**src/rtl/token_crc_5_tx_pkg.sv**
```systemverilog
// Shared USB token definitions: CRC5 constants, token geometry and the transmitter state type.
// Also holds the single-bit CRC5 step and the wire-order field mapping used by generator and transmitter.
package usb_pkg;

    localparam int TOKEN_BODY_W = 11;
    localparam int CRC5_W       = 5;

    localparam logic [CRC5_W-1:0] CRC5_POLY     = 5'h05;
    localparam logic [CRC5_W-1:0] CRC5_INIT     = 5'b11111;
    localparam logic [CRC5_W-1:0] CRC5_RESIDUAL = 5'b01100;

    typedef enum logic [1:0] {
        ST_IDLE,
        ST_DATA,
        ST_CRC
    } tx_state_t;

    function automatic logic [CRC5_W-1:0] crc5_next(input logic [CRC5_W-1:0] crc,
                                                    input logic              b);
        logic fb;
        fb = crc[CRC5_W-1] ^ b;
        return {crc[CRC5_W-2:0], 1'b0} ^ (fb ? CRC5_POLY : {CRC5_W{1'b0}});
    endfunction

    // Field sent on the wire is the complemented register, MSB first, so bit-reversed in LSB-first order.
    function automatic logic [CRC5_W-1:0] crc5_field(input logic [CRC5_W-1:0] crc);
        logic [CRC5_W-1:0] f;
        for (int i = 0; i < CRC5_W; i++) begin
            f[i] = ~crc[CRC5_W-1-i];
        end
        return f;
    endfunction

endpackage

```
**src/rtl/token_crc_5_tx_if.sv**
```systemverilog
// Token transmitter bus: start/data request from the packet layer, serial bit stream and status back.
interface token_crc_5_tx_if;
    import usb_pkg::*;

    logic                    start;
    logic [TOKEN_BODY_W-1:0] token_data;
    logic                    shift_enable;
    logic                    serial_out;
    logic                    busy;
    logic                    done;
    logic [CRC5_W-1:0]       crc_out;

    modport master (
        output start, token_data, shift_enable,
        input  serial_out, busy, done, crc_out
    );

    modport slave (
        input  start, token_data, shift_enable,
        output serial_out, busy, done, crc_out
    );

endinterface

```
**src/rtl/token_crc_5_tx_crc_5_generator.sv**
```systemverilog
// Serial CRC5 register (x^5+x^2+1, MSB feedback) and the receive-side checker built on the same step.
// The checker's register settles to the fixed residual when a correct token body plus field is fed through.
module crc_5_generator
    import usb_pkg::*;
(
    input  logic              clk,
    input  logic              n_rst,
    input  logic              clear,
    input  logic              shift_enable,
    input  logic              serial_in,
    output logic [CRC5_W-1:0] crc
);

    always_ff @(posedge clk or negedge n_rst) begin
        if (!n_rst) begin
            crc <= CRC5_INIT;
        end else if (clear) begin
            crc <= CRC5_INIT;
        end else if (shift_enable) begin
            crc <= crc5_next(crc, serial_in);
        end
    end

endmodule


```
**src/rtl/token_crc_5_tx.sv**
```systemverilog
// USB token body transmitter: shifts {endp, addr} LSB-first while accumulating CRC5,
// then appends the complemented, bit-reversed CRC field, one bit per shift_enable strobe.
module token_crc_5_tx
    import usb_pkg::*;
(
    input  logic              clk,
    input  logic              n_rst,
    token_crc_5_tx_if.slave   bus
);

    localparam int CNT_W = 4;

    tx_state_t               state, state_nxt;
    logic [TOKEN_BODY_W-1:0] sr, sr_nxt;
    logic [CNT_W-1:0]        cnt, cnt_nxt;
    logic                    busy_q, busy_nxt;
    logic                    done_q, done_nxt;
    logic [CRC5_W-1:0]       crc_out_q, crc_out_nxt;
    logic                    crc_clear;
    logic                    data_shift;
    logic [CRC5_W-1:0]       crc;
    logic [CRC5_W-1:0]       field_next;

    crc_5_generator u_crc (
        .clk          (clk),
        .n_rst        (n_rst),
        .clear        (crc_clear),
        .shift_enable (data_shift),
        .serial_in    (sr[0]),
        .crc          (crc)
    );

    // The field must be ready on the same edge that consumes the last body bit.
    assign field_next = crc5_field(crc5_next(crc, sr[0]));

    always_ff @(posedge clk or negedge n_rst) begin
        if (!n_rst) begin
            state     <= ST_IDLE;
            sr        <= '0;
            cnt       <= '0;
            busy_q    <= 1'b0;
            done_q    <= 1'b0;
            crc_out_q <= '0;
        end else begin
            state     <= state_nxt;
            sr        <= sr_nxt;
            cnt       <= cnt_nxt;
            busy_q    <= busy_nxt;
            done_q    <= done_nxt;
            crc_out_q <= crc_out_nxt;
        end
    end

    always_comb begin
        state_nxt   = state;
        sr_nxt      = sr;
        cnt_nxt     = cnt;
        busy_nxt    = busy_q;
        done_nxt    = 1'b0;
        crc_out_nxt = crc_out_q;
        crc_clear   = 1'b0;
        data_shift  = 1'b0;

        case (state)
            ST_IDLE: begin
                // done_q blocks a restart on the edge that still shows the previous token's done.
                if (bus.start && !done_q) begin
                    sr_nxt    = bus.token_data;
                    cnt_nxt   = '0;
                    busy_nxt  = 1'b1;
                    crc_clear = 1'b1;
                    state_nxt = ST_DATA;
                end
            end
            ST_DATA: begin
                if (bus.shift_enable) begin
                    data_shift = 1'b1;
                    if (cnt == CNT_W'(TOKEN_BODY_W - 1)) begin
                        sr_nxt      = {{(TOKEN_BODY_W-CRC5_W){1'b0}}, field_next};
                        crc_out_nxt = field_next;
                        cnt_nxt     = '0;
                        state_nxt   = ST_CRC;
                    end else begin
                        sr_nxt  = {1'b0, sr[TOKEN_BODY_W-1:1]};
                        cnt_nxt = cnt + CNT_W'(1);
                    end
                end
            end
            ST_CRC: begin
                if (bus.shift_enable) begin
                    sr_nxt = {1'b0, sr[TOKEN_BODY_W-1:1]};
                    if (cnt == CNT_W'(CRC5_W - 1)) begin
                        cnt_nxt   = '0;
                        busy_nxt  = 1'b0;
                        done_nxt  = 1'b1;
                        state_nxt = ST_IDLE;
                    end else begin
                        cnt_nxt = cnt + CNT_W'(1);
                    end
                end
            end
            default: begin
                state_nxt = ST_IDLE;
            end
        endcase
    end

    assign bus.serial_out = sr[0];
    assign bus.busy       = busy_q;
    assign bus.done       = done_q;
    assign bus.crc_out    = crc_out_q;

endmodule

```
**src/flat_wrapper.sv**
```systemverilog
// flat-port wrapper written by rule: the top's interface ports become plain ports
module token_crc_5_tx_flat import usb_pkg::*;
  (clk, n_rst, bus_start, bus_token_data, bus_shift_enable, bus_serial_out, bus_busy, bus_done, bus_crc_out);
  token_crc_5_tx_if bus_i ();
  input  logic clk;
  input  logic n_rst;
  input wire logic [$bits(bus_i.start)-1:0] bus_start;
  input wire logic [$bits(bus_i.token_data)-1:0] bus_token_data;
  input wire logic [$bits(bus_i.shift_enable)-1:0] bus_shift_enable;
  output wire logic [$bits(bus_i.serial_out)-1:0] bus_serial_out;
  output wire logic [$bits(bus_i.busy)-1:0] bus_busy;
  output wire logic [$bits(bus_i.done)-1:0] bus_done;
  output wire logic [$bits(bus_i.crc_out)-1:0] bus_crc_out;
  assign bus_i.start = bus_start;
  assign bus_i.token_data = bus_token_data;
  assign bus_i.shift_enable = bus_shift_enable;
  assign bus_serial_out = bus_i.serial_out;
  assign bus_busy = bus_i.busy;
  assign bus_done = bus_i.done;
  assign bus_crc_out = bus_i.crc_out;
  token_crc_5_tx u_core (.clk(clk), .n_rst(n_rst), .bus(bus_i));
endmodule
```
**config.mk**
```make
export PLATFORM = sky130hd
export DESIGN_NAME = token_crc_5_tx_flat
export DESIGN_NICKNAME = d
export VERILOG_FILES = /design/src/rtl/token_crc_5_tx_pkg.sv /design/src/rtl/token_crc_5_tx_if.sv /design/src/rtl/token_crc_5_tx_crc_5_generator.sv /design/src/rtl/token_crc_5_tx.sv /design/src/flat_wrapper.sv
export SDC_FILE = /design/constraint.sdc
export NUM_CORES = 1
export LEC_CHECK = 0
export CAP_MARGIN = 30
export CORE_ASPECT_RATIO = 2
export CORE_MARGIN = 10
export CORE_UTILIZATION = 48
export CTS_CLUSTER_DIAMETER = 80
export DETAILED_ROUTE_END_ITERATION = 7
export GPL_ROUTABILITY_DRIVEN = 0
export PLACE_DENSITY_LB_ADDON = 0.2
export SKIP_CTS_REPAIR_TIMING = 1
export SYNTH_ARGS = -nofsm -noshare
export SYNTH_HDL_FRONTEND = slang
export SYNTH_SLANG_ARGS = --single-unit
```
**constraint.sdc**
```tcl
create_clock -name clk -period 1.8 [get_ports clk]
set_input_delay 0.27 -clock clk [delete_from_list [all_inputs] [get_ports clk]]
set_output_delay 0.27 -clock clk [all_outputs]
set_load 0.03 [all_outputs]
```
==> results.cfg, run 1 <==
[status]
status = completed

[routing]
routed_wl_um = 4080
drc = 0
ant_nets = 0
vias_per_cell = 5.80
via_count = 1391
wl_per_cell_um = 17.0
first_pass_iters = 4
drtIter0Drc = 10

[timing]
setup-violations-final = 0
slew_viol_final = 0
period_needed_ns = 1.73
grt_setup_unrepaired = true
fin_tns_setup_ns = 0
post-route-period-util_pct = 96.2
hold_viol = 0
slew_headroom_pct = 75.3
timing.hold.ws_ns = 0.382
tightestPinTransition_ns = 0.370
clock_skew_ns = 0.00364
fmax_ghz = 0.578
final.setup.worst_slack_ns = 0.0686

[power]
leakage_nw = 0.953
swShare_pct = 38.1
intPower_mw = 1.87
pwr-share-comb_pct = 47.2
p_seq_share_pct = 34.6
clkPwrFrac_pct = 18.2
vdd_drop_max_mv = 0.847
p_per_area_nw_per_um2 = 1420
p_sw_mw = 1.15

[synthesis]
synth-main-ff-cell = dfrtp_1
synthMuxAreaShare_pct = 4.55
synth_area_leaders = dfrtp_1, dfstp_2, nand2_1, ha_1, o21ai_0
synth-adder-area-share_pct = 6.17
synthSimpleGateAreaFrac_pct = 19.4
synth-compound-area-share_pct = 16.7
syn-num-nets = 193
ys_seq_area_share_pct = 45.1
synthXorXnorAreaFrac_pct = 1.93
syn-mean-instance-area_um2 = 9.54
synth_top_family_by_area = simple AND/OR/NAND/NOR gates
yosys.area.top_type_share_pct = 37.0
synth_edf_count = 0
synth-async-reset-ratio_pct = 100
synth-seq-cells = 29
synth_largest_area_cell = dfrtp_1
synth_cell_type_count = 38
yosysWarnings = 0
syn_area_um2 = 1620
synthCells = 170

[final_layout]
multiInputGateArea_um2 = 838
fill_cells = 255
final_nets = 231
area_growth_pct = 31.5
drive_above_1_share_pct = 21.5
regArea_um2 = 732
utilization_pct = 66.0
antenna_cells = 0

[cts]
clk_pin_slew_worst_paths_ns = 0.06
cts_sinks = 29
cts_buffers = 5
cts.path.max_buffers = 2
root_buffer = clkbuf_8
cts_htree_levels = 2
cts_tree = done
clkLatencyLatePin_ns = 0.28

[min_path]
hold_path.class = primary input to async pin

[grt]
track_usage_pct = 13.4
grt_pass1_wl_um = 6460
grt_overflow = 0
grt_max_degree = 30
grt_pass1_vias = 1444
antenna_found_initial = 0

[flow_run]
maxCapViolCount = 0

[die]
initial_core_util_pct = 50.2
die_h_um = 102
chipWidth_um = 61.1
design.core.area_um2 = 3230
die-area_um2 = 6240
rows = 29
io_pins = 23

[placement]
io_buffers = 22
post-place-ws_ns = -0.00436
post-dp-hpwl_um = 2910

[worst_setup_path]
worst_ep_arrival_time_ns = 1.94
worst_setup_path_end_kind = flip-flop
crit_fanout = 7
cp.required_ns = 2.01
criticalPathCategory = flip-flop to flip-flop
r2r_cells = 7
worst_setup_path_start_kind = flip-flop
-- through the flow --
stage | cells | power [mW] | instance area (um2)
after floorplan | 170 | 1.88 | 1620
after global routing | 240 | 3.26 | 2130
after global placement | 228 | 2.22 | 1930
after CTS | 236 | 2.84 | 2020
after detailed placement | 228 | 2.28 | 1930
final | 240 | 3.02 | 2130
-- final cells by class --
| type | count | share of cell area, % |
|---|---|---|
| Multi-Input combinational cell | 122 | 39.3 |
| Timing Repair Buffer | 38 | 18.2 |
| Inverter | 12 | 2.11 |
| Sequential cell | 29 | 34.3 |
| Tap cell | 31 | 1.82 |
| Clock buffer | 8 | 4.23 |
-- registers in the layout, indices dropped and copies added, names as in the netlist --
name                count
u_core.bus.done         1
u_core.state            2
u_core.bus.crc_out      5
u_core.bus.busy         1
u_core.sr              11
u_core.cnt              4
u_core.u_crc.crc        5
-- cells in the final DEF (no fill, tap or decap), drive strengths merged, types with 2 or more instances in the layout --
master / count
clkbuf: 10
o31ai: 3
nand3: 8
clkdlybuf4s50: 22
mux2i: 4
o211ai: 5
nor2: 7
nand2b: 5
o22ai: 3
dfrtp: 24
o21ai: 18
nand2: 28
buf: 14
ha: 8
and3: 2
nor2b: 5
dfstp: 5
inv: 12
mux2: 3
a21oi: 11
-- worst paths after layout --
| check | start | to | slack (ns) |
|---|---|---|---|
| setup reg to reg | u_core.state[0]$_DFFE_PN0P_ | u_core.cnt[2]$_DFFE_PN0P_ | 0.07 |
| min in group clk | u_core.sr[4]$_DFFE_PN0P_ | u_core.sr[4]$_DFFE_PN0P_ | 0.48 |
| hold reg to reg | u_core.sr[4]$_DFFE_PN0P_ | u_core.sr[4]$_DFFE_PN0P_ | 0.48 |
| hold / removal | n_rst | u_core.sr[1]$_DFFE_PN0P_ | 0.38 |
| max in group asynchronous | n_rst | u_core.u_crc.crc[2]$_DFFE_PN1P_ | 1.10 |
| setup / recovery | u_core.state[0]$_DFFE_PN0P_ | u_core.cnt[2]$_DFFE_PN0P_ | 0.07 |
-- synth_stat cells (all sizes together), types with 2 or more instances --
cell	number
nand3	8
o31ai	3
nor2b	5
dfrtp	24
o21ai	18
dfstp	5
nor2	7
mux2i	4
clkbuf	2
o211ai	5
nand2b	5
a21oi	11
inv	12
mux2	3
o22ai	3
buf	5
nand2	28
ha	8
and3	2
-- metal layers --
layer | global-route usage (%) | share of wire, % | vias up | wire length [um]
met3 | 3.11 | 4.5 | 11 | 184
met5 | 0 | 0 | - | 0
met1 | 12.5 | 37 | 685 | 1490
met2 | 25.4 | 56 | 34 | 2300
met4 | 6.55 | 2.6 | 0 | 107
li1 | - | - | 661 | -
-- critical path, stage by stage, from the launching register on --
cell and delay (ns):
dfrtp_1 0.42, inv_2 0.10, ha_2 0.18, buf_4 0.15
and4bb_2 0.28, nor4_1 0.32, o21ai_1 0.13, o21ai_2 0.08
-- power groups by stage --
| stage | logic [mW] | clock network [mW] | registers, mW |
|---|---|---|---|
| final | 1.43 | 0.549 | 1.05 |
| after global routing | 1.59 | 0.598 | 1.07 |
| after CTS | 1.23 | 0.561 | 1.04 |
| after detailed placement | 1.23 | 0 | 1.05 |
| after global placement | 1.18 | 0 | 1.04 |
| after floorplan | 0.857 | 0 | 1.03 |
-- cell families (layout without fill, tap and decap cells) --
logic type | count (synthesis) | after routing
flip-flops | 29 | 29
AO/OA/AOI/OAI | 44 | 44
multiplexers | 7 | 7
AND/OR/NAND/NOR | 61 | 61
adder cells (fa/ha/maj) | 8 | 8
buffers and inverters | 19 | 58
XOR/XNOR | 2 | 2
Note: power is estimated with default switching activity, not from simulation.
==> run 2, diff against run 1 <==
--- a/config.mk
+++ b/config.mk
@@ -11,7 +11,7 @@
 export CORE_UTILIZATION = 48
 export CTS_CLUSTER_DIAMETER = 80
 export DETAILED_ROUTE_END_ITERATION = 7
-export GPL_ROUTABILITY_DRIVEN = 0
+export HOLD_SLACK_MARGIN = 0.06
 export PLACE_DENSITY_LB_ADDON = 0.2
 export SKIP_CTS_REPAIR_TIMING = 1
 export SYNTH_ARGS = -nofsm -noshare
==> results of run 2 <==
No change in the layout: final DEF, timing and power equal those of run 1.
==> run 3, diff against run 2 <==
--- a/config.mk
+++ b/config.mk
@@ -7,7 +7,6 @@
 export LEC_CHECK = 0
 export CAP_MARGIN = 30
 export CORE_ASPECT_RATIO = 2
-export CORE_MARGIN = 10
 export CORE_UTILIZATION = 48
 export CTS_CLUSTER_DIAMETER = 80
 export DETAILED_ROUTE_END_ITERATION = 7
==> run 3 against run 2 <==
  * Global-route usage is 8.0 points higher
  * Combinational power is 8% lower
  * Final area is 2.8% lower
  * Sequential share of layout area is 0.99 points higher
  * Wire length is 14% lower
  * Count of clock-buffer cells in the layout stayed put
  * Clock power is 0.9% lower
==> results.cfg, run 3 (synthesis results as in run 1) <==
[placement]
place_area_um2 = 1920
placed_cells = 227
post-dp-hpwl_um = 2600
io_buffers = 22
gp_congestion = 0.866

[final_layout]
utilization_pct = 64.9
area_growth_pct = 27.8
final_nets = 229
antenna_cells = 0
final_area_um2 = 2070
regMostFlops = u_core.sr
drive_above_1_share_pct = 19.8
final_cell_mix = nand2_1, dfrtp_1, clkdlybuf4s50_1
layout_commonest_cell = nand2_1
largest_reg_flops = 11
layout.cells.non_filler = 238
fill_cells = 253

[worst_setup_path]
worst_setup_path_start_kind = flip-flop
worst_ep_arrival_time_ns = 1.90
worst-r2r-setup-slack_ns = 0.07
path_delay_family = flip-flops
r2r_start = u_core.state[0]$_DFFE_PN0P_
critPathMaxStageDelay_ns = 0.43
r2r_cells = 7
timing.rr.end = u_core.state[0]$_DFFE_PN0P_
criticalPathCategory = flip-flop to flip-flop
worst_setup_path_end_kind = flip-flop
cpMaxStageDelayCell = dfrtp_1
cp_cell_sequence = inv_2, ha_2, buf_6, inv_1, and3_1, o211ai_2, mux2_4
cp.required_ns = 1.97
crit_buf_inv = 3
crit_fanout = 7

[routing]
routed_wl_um = 3510
vias_per_cell = 5.70
wl_per_cell_um = 14.7
drtIter0Drc = 18
first_pass_iters = 5
via_count = 1356
drc = 0
ant_nets = 0

[die]
rows = 29
initial_core_util_pct = 50.8
die-area_um2 = 3630
design.core.area_um2 = 3190
io_pins = 23
chipWidth_um = 43.1
die_h_um = 84.2

[grt]
antenna_found_initial = 0
grt_max_degree = 30
grt_pass1_wl_um = 5870
track_usage_pct = 21.4
grt_overflow = 0
grt_pass1_vias = 1309

[timing]
fin_tns_setup_ns = 0
slew_headroom_pct = 72.4
hold_viol = 0
tightestPinTransition_ns = 0.408
timing.hold.ws_ns = 0.364
fmax_ghz = 0.577
post-route-period-util_pct = 96.4
clock_skew_ns = 0.0122
setup-violations-final = 0
slew_viol_final = 0
period_needed_ns = 1.73
grt_setup_unrepaired = true

[cts]
clk_pin_slew_worst_paths_ns = 0.06
cts.path.max_buffers = 2
cts_buffers = 5
cts_tree = done
root_buffer = clkbuf_8
cts_htree_levels = 2
clkLatencyLatePin_ns = 0.28
cts_sinks = 29

[flow_run]
maxCapViolCount = 0

[power]
p_sw_mw = 1.10
p_seq_share_pct = 35.9
p_per_area_nw_per_um2 = 1400
pwr-share-comb_pct = 45.4
leakage_nw = 0.932
intPower_mw = 1.80
vdd_drop_max_mv = 0.785
clkPwrFrac_pct = 18.7
swShare_pct = 37.9

[status]
status = completed

[min_path]
hold_path.class = primary input to async pin
## run 3: how the worst max path moves through the flow
stage | to | slack (ns) | depth (start not counted) | from
after floorplan | u_core.state[0]$_DFFE_PN0P_ | 0.08 | 7 | u_core.cnt[0]$_DFFE_PN0P_
final | u_core.state[0]$_DFFE_PN0P_ | 0.07 | 7 | u_core.state[0]$_DFFE_PN0P_
after CTS | u_core.cnt[1]$_DFFE_PN0P_ | 0.0006 | 7 | u_core.state[0]$_DFFE_PN0P_
after global placement | u_core.cnt[2]$_DFFE_PN0P_ | 0.04 | 6 | bus_shift_enable
after global routing | u_core.cnt[3]$_DFFE_PN0P_ | -0.04 | 8 | u_core.state[0]$_DFFE_PN0P_
after detailed placement | u_core.cnt[1]$_DFFE_PN0P_ | 0.005 | 7 | u_core.state[1]$_DFFE_PN0P_
## run 3: power by group through the flow
stage / clock, mW / sequential, mW / combinational, mW
after global placement: 0 / 1.05 / 1.17
final: 0.544 / 1.04 / 1.32
after detailed placement: 0 / 1.05 / 1.22
after floorplan: 0 / 1.03 / 0.857
after global routing: 0.585 / 1.07 / 1.45
after CTS: 0.553 / 1.04 / 1.22
## run 3: layout make-up
cell class | count | area [um2] | share of cell area (%)
multi-input cells | 122 | 825 | 39.8
flip-flops and latches | 29 | 732 | 35.3
repair buffers | 36 | 342 | 16.5
clock buffers | 8 | 90.1 | 4.35
inverters | 12 | 45.0 | 2.17
well taps | 31 | 38.8 | 1.87
## run 3: through the flow
step / total power, mW / setup slack, ns
2_1_floorplan: 1.88 / 0.0762
3_3_place_gp: 2.22 / 0.0423
3_5_place_dp: 2.27 / 0.00520
4_1_cts: 2.82 / 0.000600
5_1_grt: 3.10 / -0.0366
6_report: 2.90 / 0.0654
## run 3: worst register-to-register path, cell delays in order (launching register included)
cell,delay (ns)
dfrtp_1,0.43
inv_2,0.10
ha_2,0.20
buf_6,0.13
inv_1,0.05
and3_1,0.15
o211ai_2,0.23
mux2_4,0.33
## run 3: metal layers
| layer | global-route usage, % | share of wire (%) | vias to the layer above |
|---|---|---|---|
| met5 | 0 | 0 | - |
| met4 | 13.2 | 4.8 | 0 |
| met3 | 5.16 | 4.0 | 15 |
| met2 | 36.5 | 55 | 45 |
| met1 | 22.5 | 36 | 639 |
| li1 | - | - | 657 |
